==> src/rtl/lvl_buffer_controller_if.sv <==
// Handshake bundle between upstream dispatcher, level buffer and downstream consumer.
// The controller takes the slave modport; the driving side takes master.
interface lvl_buffer_controller_if;
    logic [15:0] lvl_data;
    logic [31:0] limits_data;
    logic        in_valid;
    logic        iter_ready;
    logic [15:0] out_lvl;
    logic [15:0] out_upper;
    logic [15:0] out_lower;
    logic        out_valid;
    logic        out_ready;

    modport master (
        output lvl_data, limits_data, in_valid, out_ready,
        input  iter_ready, out_lvl, out_upper, out_lower, out_valid
    );

    modport slave (
        input  lvl_data, limits_data, in_valid, out_ready,
        output iter_ready, out_lvl, out_upper, out_lower, out_valid
    );
endinterface

==> src/rtl/lvl_buffer_controller.sv <==
// First-word fall-through buffer for level samples with their limits, with skid-based
// issue permission, drop accounting and a sticky range check on accepted entries.
module lvl_buffer_controller #(
    parameter int DEPTH = 16,
    parameter int SKID  = 2
) (
    input  logic                       clk,
    input  logic                       rst_n,
    input  logic                       i_clear,
    lvl_buffer_controller_if.slave     bus,
    output logic [$clog2(DEPTH):0]     o_count,
    output logic                       o_overflow,
    output logic [15:0]                o_drop_cnt,
    output logic                       o_range_err
);
    localparam int AW = $clog2(DEPTH);
    localparam int CW = AW + 1;
    // iter_ready is (DEPTH - count_next) > SKID, rewritten as a compare against a constant.
    localparam logic [CW-1:0] ITER_LIM = CW'(DEPTH - SKID);
    localparam logic [CW-1:0] FULL_CNT = CW'(DEPTH);

    logic [47:0]   r_mem [DEPTH];
    logic [AW-1:0] r_wptr;
    logic [AW-1:0] r_rptr;
    logic [CW-1:0] r_count;
    logic          r_iter_ready;
    logic          r_overflow;
    logic [15:0]   r_drop_cnt;
    logic          r_range_err;

    logic          w_full;
    logic          w_pop;
    logic          w_push;
    logic          w_drop;
    logic          w_range_bad;
    logic [CW-1:0] w_count_next;
    logic [47:0]   w_head;
    logic signed [15:0] w_lvl;
    logic signed [15:0] w_upper;
    logic signed [15:0] w_lower;

    assign w_full  = (r_count == FULL_CNT);
    assign w_pop   = !i_clear && (r_count != '0) && bus.out_ready;
    assign w_push  = !i_clear && bus.in_valid && (!w_full || w_pop);
    assign w_drop  = !i_clear && bus.in_valid && w_full && !w_pop;

    assign w_lvl   = $signed(bus.lvl_data);
    assign w_upper = $signed(bus.limits_data[31:16]);
    assign w_lower = $signed(bus.limits_data[15:0]);
    assign w_range_bad = (w_lvl < w_lower) || (w_lvl > w_upper);

    always_comb begin
        w_count_next = r_count;
        if (i_clear) begin
            w_count_next = '0;
        end else if (w_push && !w_pop) begin
            w_count_next = r_count + CW'(1);
        end else if (w_pop && !w_push) begin
            w_count_next = r_count - CW'(1);
        end
    end

    // Storage carries no reset: contents are meaningless while the buffer is empty.
    always_ff @(posedge clk) begin
        if (w_push) begin
            r_mem[r_wptr] <= {bus.limits_data, bus.lvl_data};
        end
    end

    always_ff @(posedge clk or negedge rst_n) begin
        if (!rst_n) begin
            r_wptr       <= '0;
            r_rptr       <= '0;
            r_count      <= '0;
            r_iter_ready <= 1'b0;
            r_overflow   <= 1'b0;
            r_drop_cnt   <= '0;
            r_range_err  <= 1'b0;
        end else begin
            r_count      <= w_count_next;
            r_iter_ready <= (w_count_next < ITER_LIM);
            if (i_clear) begin
                r_wptr      <= '0;
                r_rptr      <= '0;
                r_overflow  <= 1'b0;
                r_drop_cnt  <= '0;
                r_range_err <= 1'b0;
            end else begin
                if (w_push) begin
                    r_wptr <= r_wptr + AW'(1);
                end
                if (w_pop) begin
                    r_rptr <= r_rptr + AW'(1);
                end
                if (w_drop) begin
                    r_overflow <= 1'b1;
                    if (r_drop_cnt != 16'hFFFF) begin
                        r_drop_cnt <= r_drop_cnt + 16'd1;
                    end
                end
                if (w_push && w_range_bad) begin
                    r_range_err <= 1'b1;
                end
            end
        end
    end

    assign w_head         = r_mem[r_rptr];
    assign bus.out_lvl    = w_head[15:0];
    assign bus.out_lower  = w_head[31:16];
    assign bus.out_upper  = w_head[47:32];
    assign bus.out_valid  = (r_count != '0);
    assign bus.iter_ready = r_iter_ready;

    assign o_count     = r_count;
    assign o_overflow  = r_overflow;
    assign o_drop_cnt  = r_drop_cnt;
    assign o_range_err = r_range_err;
endmodule

==> src/flat_wrapper.sv <==
// flat-port wrapper written by rule: the top's interface ports become plain ports
module lvl_buffer_controller_flat 
#(
    parameter int DEPTH = 16,
    parameter int SKID  = 2
)
  (clk, rst_n, i_clear, o_count, o_overflow, o_drop_cnt, o_range_err, bus_lvl_data, bus_limits_data, bus_in_valid, bus_out_ready, bus_iter_ready, bus_out_lvl, bus_out_upper, bus_out_lower, bus_out_valid);
  lvl_buffer_controller_if bus_i ();
  input  logic clk;
  input  logic rst_n;
  input  logic i_clear;
  output logic [$clog2(DEPTH):0] o_count;
  output logic o_overflow;
  output logic [15:0] o_drop_cnt;
  output logic o_range_err;
  input wire logic [$bits(bus_i.lvl_data)-1:0] bus_lvl_data;
  input wire logic [$bits(bus_i.limits_data)-1:0] bus_limits_data;
  input wire logic [$bits(bus_i.in_valid)-1:0] bus_in_valid;
  input wire logic [$bits(bus_i.out_ready)-1:0] bus_out_ready;
  output wire logic [$bits(bus_i.iter_ready)-1:0] bus_iter_ready;
  output wire logic [$bits(bus_i.out_lvl)-1:0] bus_out_lvl;
  output wire logic [$bits(bus_i.out_upper)-1:0] bus_out_upper;
  output wire logic [$bits(bus_i.out_lower)-1:0] bus_out_lower;
  output wire logic [$bits(bus_i.out_valid)-1:0] bus_out_valid;
  assign bus_i.lvl_data = bus_lvl_data;
  assign bus_i.limits_data = bus_limits_data;
  assign bus_i.in_valid = bus_in_valid;
  assign bus_i.out_ready = bus_out_ready;
  assign bus_iter_ready = bus_i.iter_ready;
  assign bus_out_lvl = bus_i.out_lvl;
  assign bus_out_upper = bus_i.out_upper;
  assign bus_out_lower = bus_i.out_lower;
  assign bus_out_valid = bus_i.out_valid;
  lvl_buffer_controller #(.DEPTH(DEPTH), .SKID(SKID)) u_core (.clk(clk), .rst_n(rst_n), .i_clear(i_clear), .bus(bus_i), .o_count(o_count), .o_overflow(o_overflow), .o_drop_cnt(o_drop_cnt), .o_range_err(o_range_err));
endmodule
==> config.mk <==
export PLATFORM = sky130hd
export DESIGN_NAME = lvl_buffer_controller_flat
export DESIGN_NICKNAME = d
export VERILOG_FILES = /design/src/rtl/lvl_buffer_controller_if.sv /design/src/rtl/lvl_buffer_controller.sv /design/src/flat_wrapper.sv
export SDC_FILE = /design/constraint.sdc
export NUM_CORES = 1
export LEC_CHECK = 0
export CORE_MARGIN = 2
export CORE_UTILIZATION = 55
export DETAILED_ROUTE_END_ITERATION = 8
export GPL_TIMING_DRIVEN = 0
export PLACE_DENSITY = 0.83
export SETUP_SLACK_MARGIN = 0.02
export SLEW_MARGIN = 30
export SYNTH_ARGS = -nofsm -noshare
export SYNTH_HDL_FRONTEND = slang
export SYNTH_SLANG_ARGS = --single-unit
==> constraint.sdc <==
create_clock -name clk -period 4.4 [get_ports clk]
set_clock_uncertainty 0.2 [all_clocks]
set_input_delay 0.44 -clock clk [delete_from_list [all_inputs] [get_ports clk]]
set_output_delay 0.44 -clock clk [all_outputs]
set_load 0.01 [all_outputs]
==> report_table.html <==
<table>
<tr><th>Metric</th><th>Value</th></tr>
<tr><th colspan="2">Clocking</th></tr>
<tr><td>TritonCTS clock tree</td><td>yes</td></tr>
<tr><td>Clock-pin slew of the registers on the worst-case setup and hold paths</td><td>0.07 ns</td></tr>
<tr><td>Max clock buf depth</td><td>3</td></tr>
<tr><td>Number of buffers created by CTS</td><td>78</td></tr>
<tr><td># clock sinks</td><td>800</td></tr>
<tr><td>Clock insertion delay at the later pin of the skew report</td><td>0.61 ns</td></tr>
<tr><td>CTS root buf</td><td>sky130_fd_sc_hd__clkbuf_16</td></tr>
<tr><td>Number of buffers inserted by post-CTS setup repair</td><td>0</td></tr>
<tr><td>Level count of the clock H-tree</td><td>3</td></tr>
<tr><th colspan="2">Yosys</th></tr>
<tr><td>Synthesized netlist cell count</td><td>1732</td></tr>
<tr><td>Number of warnings reported in the yosys synthesis log</td><td>0</td></tr>
<tr><td>Synth area leader</td><td>sky130_fd_sc_hd__edfxtp_1</td></tr>
<tr><td>Number of synthesized flops with an enable pin</td><td>768</td></tr>
<tr><td>Sequential-to-total area share from yosys stat</td><td>74.77%</td></tr>
<tr><td>Leading cell types by total area after synthesis</td><td>sky130_fd_sc_hd__edfxtp_1, sky130_fd_sc_hd__mux4_2, sky130_fd_sc_hd__mux2i_1</td></tr>
<tr><td>Synthesized area per cell</td><td>18.43 µm²</td></tr>
<tr><td>Number of synthesized register bits</td><td>800</td></tr>
<tr><td>Async set-or-reset flop fraction in the synthesized netlist</td><td>4.000%</td></tr>
<tr><td>Synth cell types</td><td>54</td></tr>
<tr><td>Synth Flop Type</td><td>sky130_fd_sc_hd__edfxtp_1</td></tr>
<tr><td>Syn Nets</td><td>1824</td></tr>
<tr><td>Summed instance area of the synthesized netlist</td><td>31920 µm²</td></tr>
<tr><td>Portion of synthesized cell area occupied by the leading cell type</td><td>72.26%</td></tr>
<tr><th colspan="2">Floorplanning</th></tr>
<tr><td>Die width</td><td>approximately 240 µm</td></tr>
<tr><td>Number of top-level pins</td><td>between 100 and 150</td></tr>
<tr><td>Initial Util</td><td>55.42%</td></tr>
<tr><td>Core footprint</td><td>57590 µm²</td></tr>
<tr><td>Area enclosed by the die boundary</td><td>between 50000 and 60000 µm²</td></tr>
<tr><td>Std-Cell Rows</td><td>88</td></tr>
<tr><td>Floorplan die height</td><td>between 200 and 250 µm</td></tr>
<tr><th colspan="2">Pwr</th></tr>
<tr><td>Leakage dissipation</td><td>12.08 nW</td></tr>
<tr><td>Power density normalized to cell area</td><td>491.5 nW/µm²</td></tr>
<tr><td>Worst vdd rail ir drop</td><td>~300 µV</td></tr>
<tr><th colspan="2">Finish</th></tr>
<tr><td>Sequential Area</td><td>23860 µm²</td></tr>
<tr><td>Commonest non-fill, non-tap cells in the layout</td><td>sky130_fd_sc_hd__edfxtp_1, sky130_fd_sc_hd__mux2i_1, sky130_fd_sc_hd__clkdlybuf4s50_1, sky130_fd_sc_hd__o21ai_0, sky130_fd_sc_hd__mux4_2</td></tr>
<tr><td>Most common library cell in the layout ignoring fill and taps</td><td>sky130_fd_sc_hd__edfxtp_1</td></tr>
<tr><td>Filler cells</td><td>3706</td></tr>
<tr><td>Layout cells sized above 1</td><td>between 10% and 20%</td></tr>
<tr><td>Area of the multi-input gates</td><td>7564 µm²</td></tr>
<tr><td>Post-layout utilization of the core</td><td>64.31%</td></tr>
<tr><td>Final std cells w/o fill</td><td>2780</td></tr>
<tr><td>Area growth from synthesis to layout</td><td>16.04%</td></tr>
<tr><td>Nets</td><td>2048</td></tr>
<tr><th colspan="2">Placed design</th></tr>
<tr><td>Half-perimeter wire length after detailed placement</td><td>46.84 mm</td></tr>
<tr><td>Count of placed standard cells including taps</td><td>2637</td></tr>
<tr><td>IO buf count</td><td>123</td></tr>
<tr><td>Post-place setup slack</td><td>0.5673 ns</td></tr>
<tr><td>Routability Congestion</td><td>0.8317</td></tr>
<tr><th colspan="2">Flow run</th></tr>
<tr><td>Max Cap Violations</td><td>0</td></tr>
<tr><th colspan="2">Route</th></tr>
<tr><td>Drt initial violations</td><td>1863</td></tr>
<tr><td>Antenna Violating Nets Remaining</td><td>0</td></tr>
<tr><td>Vias per cell</td><td>6.393</td></tr>
<tr><td>Remaining design rule violation count</td><td>0</td></tr>
<tr><td>Routed length per placed instance</td><td>27.64 µm</td></tr>
<tr><td>Number of vias after detailed routing</td><td>17772</td></tr>
<tr><td>Total Routed Length</td><td>76.84 mm</td></tr>
<tr><td>First-pass iteration count of the detailed router</td><td>5</td></tr>
<tr><th colspan="2">Timing</th></tr>
<tr><td>Final sum of negative setup slack</td><td>0 ns</td></tr>
<tr><td>Slew @ Worst Pin</td><td>1.022 ns</td></tr>
<tr><td>RSZ-0062 raised after global routing</td><td>true</td></tr>
<tr><td>Headroom to the max-slew limit</td><td>31.66%</td></tr>
<tr><td>Number of pins with negative max-slew slack in the final report</td><td>0</td></tr>
<tr><td>Final critical-path share of the clock period</td><td>98.42%</td></tr>
<tr><td>Hold violation count in the final report</td><td>0</td></tr>
<tr><td>Final number of setup-violating endpoints</td><td>0</td></tr>
<tr><td>Worst hold slack across all endpoints</td><td>between 0.1 and 0.15 ns</td></tr>
<tr><td>Final Worst Setup Slack</td><td>between 0.06 and 0.07 ns</td></tr>
<tr><td>Highest clock rate</td><td>230.9 MHz</td></tr>
<tr><td>Min cycle time layout</td><td>between 4 and 5 ns</td></tr>
<tr><th colspan="2">GRT</th></tr>
<tr><td>Combined global-route utilization of all metal layers</td><td>25.61%</td></tr>
<tr><td>Largest net degree at the start of global routing</td><td>35</td></tr>
<tr><td>Via count of the first global-routing pass</td><td>18477</td></tr>
<tr><td>Wire length of the first global-routing pass</td><td>around 110 mm</td></tr>
<tr><td>Number of antenna violations at the first check in global routing</td><td>2</td></tr>
<tr><td>Overall overflow remaining after global route</td><td>0</td></tr>
<tr><th colspan="2">Critical path</th></tr>
<tr><td>Type of the worst setup path</td><td>reg -&gt; out</td></tr>
<tr><td>Capturing element type of the critical path</td><td>primary output</td></tr>
<tr><td>Startpoint types</td><td>flop</td></tr>
<tr><td>CP Max Fanout</td><td>10</td></tr>
<tr><td>Worst Path Required</td><td>3.76 ns</td></tr>
<tr><td>Arrival time of the worst setup path</td><td>about 3.7 ns</td></tr>
<tr><th colspan="2">Status</th></tr>
<tr><td>Status</td><td>complete, no violations</td></tr>
<tr><th colspan="2">Min path</th></tr>
<tr><td>Worst hold path class</td><td>in -&gt; async</td></tr>
</table>
[synthesized netlist by cell type, types with 2 or more instances]
master	number
sky130_fd_sc_hd__xnor2_1	5
sky130_fd_sc_hd__and2_1	20
sky130_fd_sc_hd__nor2_1	30
sky130_fd_sc_hd__or3_1	2
sky130_fd_sc_hd__mux2_2	48
sky130_fd_sc_hd__nand4_1	13
sky130_fd_sc_hd__nand2b_1	6
sky130_fd_sc_hd__o21ai_0	101
sky130_fd_sc_hd__nor3_1	3
sky130_fd_sc_hd__dfrtp_1	32
sky130_fd_sc_hd__buf_2	27
sky130_fd_sc_hd__a21o_1	2
sky130_fd_sc_hd__a22oi_1	48
sky130_fd_sc_hd__mux4_2	96
sky130_fd_sc_hd__and3_1	2
sky130_fd_sc_hd__xor2_1	17
sky130_fd_sc_hd__nor2b_1	4
sky130_fd_sc_hd__buf_4	10
sky130_fd_sc_hd__edfxtp_1	768
sky130_fd_sc_hd__inv_1	38
sky130_fd_sc_hd__a221oi_1	48
sky130_fd_sc_hd__a211o_1	2
sky130_fd_sc_hd__mux2i_1	147
sky130_fd_sc_hd__buf_1	3
sky130_fd_sc_hd__ha_1	39
sky130_fd_sc_hd__a211oi_1	4
sky130_fd_sc_hd__a21oi_1	66
sky130_fd_sc_hd__nand3_1	14
sky130_fd_sc_hd__clkbuf_1	44
sky130_fd_sc_hd__nand2_1	68
sky130_fd_sc_hd__a31oi_1	2
[cell type report]
class | count | share of cell area [%]
Inverter | 38 | 0.3851
Multi-Input combinational cell | 810 | 20.42
Buffer | 84 | 1.064
Timing Repair Buffer | 144 | 4.419
Clock buffer | 100 | 5.777
Antenna cell | 2 | 0.01351
Tap cell | 765 | 2.585
Sequential cell | 800 | 64.43
Clock inverter | 37 | 0.8987
[cells by family after synthesis]
| kind of cell | synth area share (%) |
|---|---|
| compound gates | 5.567 |
| simple gates | 2.795 |
| fa+ha+maj | 1.529 |
| xor+xnor | 0.6037 |
| buf+inv | 1.658 |
| mux | 13.08 |
| flops | 74.77 |
[timing repair]
action                     CTS  global route
hold endpoints to repair    35             0
hold buffers                 4             0
pin swaps                    0             0
setup endpoints to repair   13            16
resized for setup            2             8
[critical path, stage by stage (launching register included)]
cell	delay (ns)
sky130_fd_sc_hd__dfrtp_1	0.38
sky130_fd_sc_hd__buf_2	0.32
sky130_fd_sc_hd__and2_1	0.18
sky130_fd_sc_hd__buf_2	0.30
sky130_fd_sc_hd__clkbuf_1	0.68
sky130_fd_sc_hd__a221oi_1	0.34
sky130_fd_sc_hd__a22oi_1	0.26
sky130_fd_sc_hd__nand2_1	0.12
sky130_fd_sc_hd__clkdlybuf4s50_1	0.49
[power breakdown]
| group | switching [mW] | leakage, nW | internal, mW | total (mW) |
|---|---|---|---|---|
| registers | 0.0401 | 7.35 | 8.42 | 8.46 |
| logic | 1.69 | 3.51 | 1.53 | 3.23 |
| clock network | 2.74 | 1.22 | 3.78 | 6.52 |
[stage by stage]
step                cell area, µm²  power, mW
floorplan                    31920      10.68
global placement             34100      11.69
detailed placement           34510      11.80
CTS                          37020      18.24
global route                 37030      18.68
finish                       37030      18.20
[sequential cells by signal (all words and copies together) (netlist names)]
signal and cells:
u_core.bus.iter_ready 1, u_core.o_count 5, u_core.r_wptr 4, u_core.o_overflow 1
u_core.o_range_err 1, u_core.r_rptr 4, u_core.o_drop_cnt 16, u_core.r_mem 768
[path summary, 6_finish.rpt]
| path | startpoint | to | slack, ns | depth (start not counted) |
|---|---|---|---|---|
| max reg2reg | u_core.o_count[0] | u_core.r_mem[2][9] | 0.90 | 8 |
| min | rst_n | u_core.r_rptr[2] | 0.13 | 3 |
| max | u_core.r_rptr[1] | bus_out_lower[13] | 0.07 | 8 |
| max in group asynchronous | rst_n | u_core.o_count[0] | 3.14 | 3 |
| min reg2reg | u_core.o_overflow | u_core.o_overflow | 0.34 | 2 |
| min in group clk | u_core.o_overflow | u_core.o_overflow | 0.34 | 2 |
[layer usage]
layer	track usage, %	vias up	wire length, µm
li1	-	7440	-
met1	33.16	9085	28710
met2	41.74	1062	37570
met3	6.068	185	7578
met4	11.15	0	2978
met5	0	-	0
No activity file was read; power rests on OpenSTA's default activity.
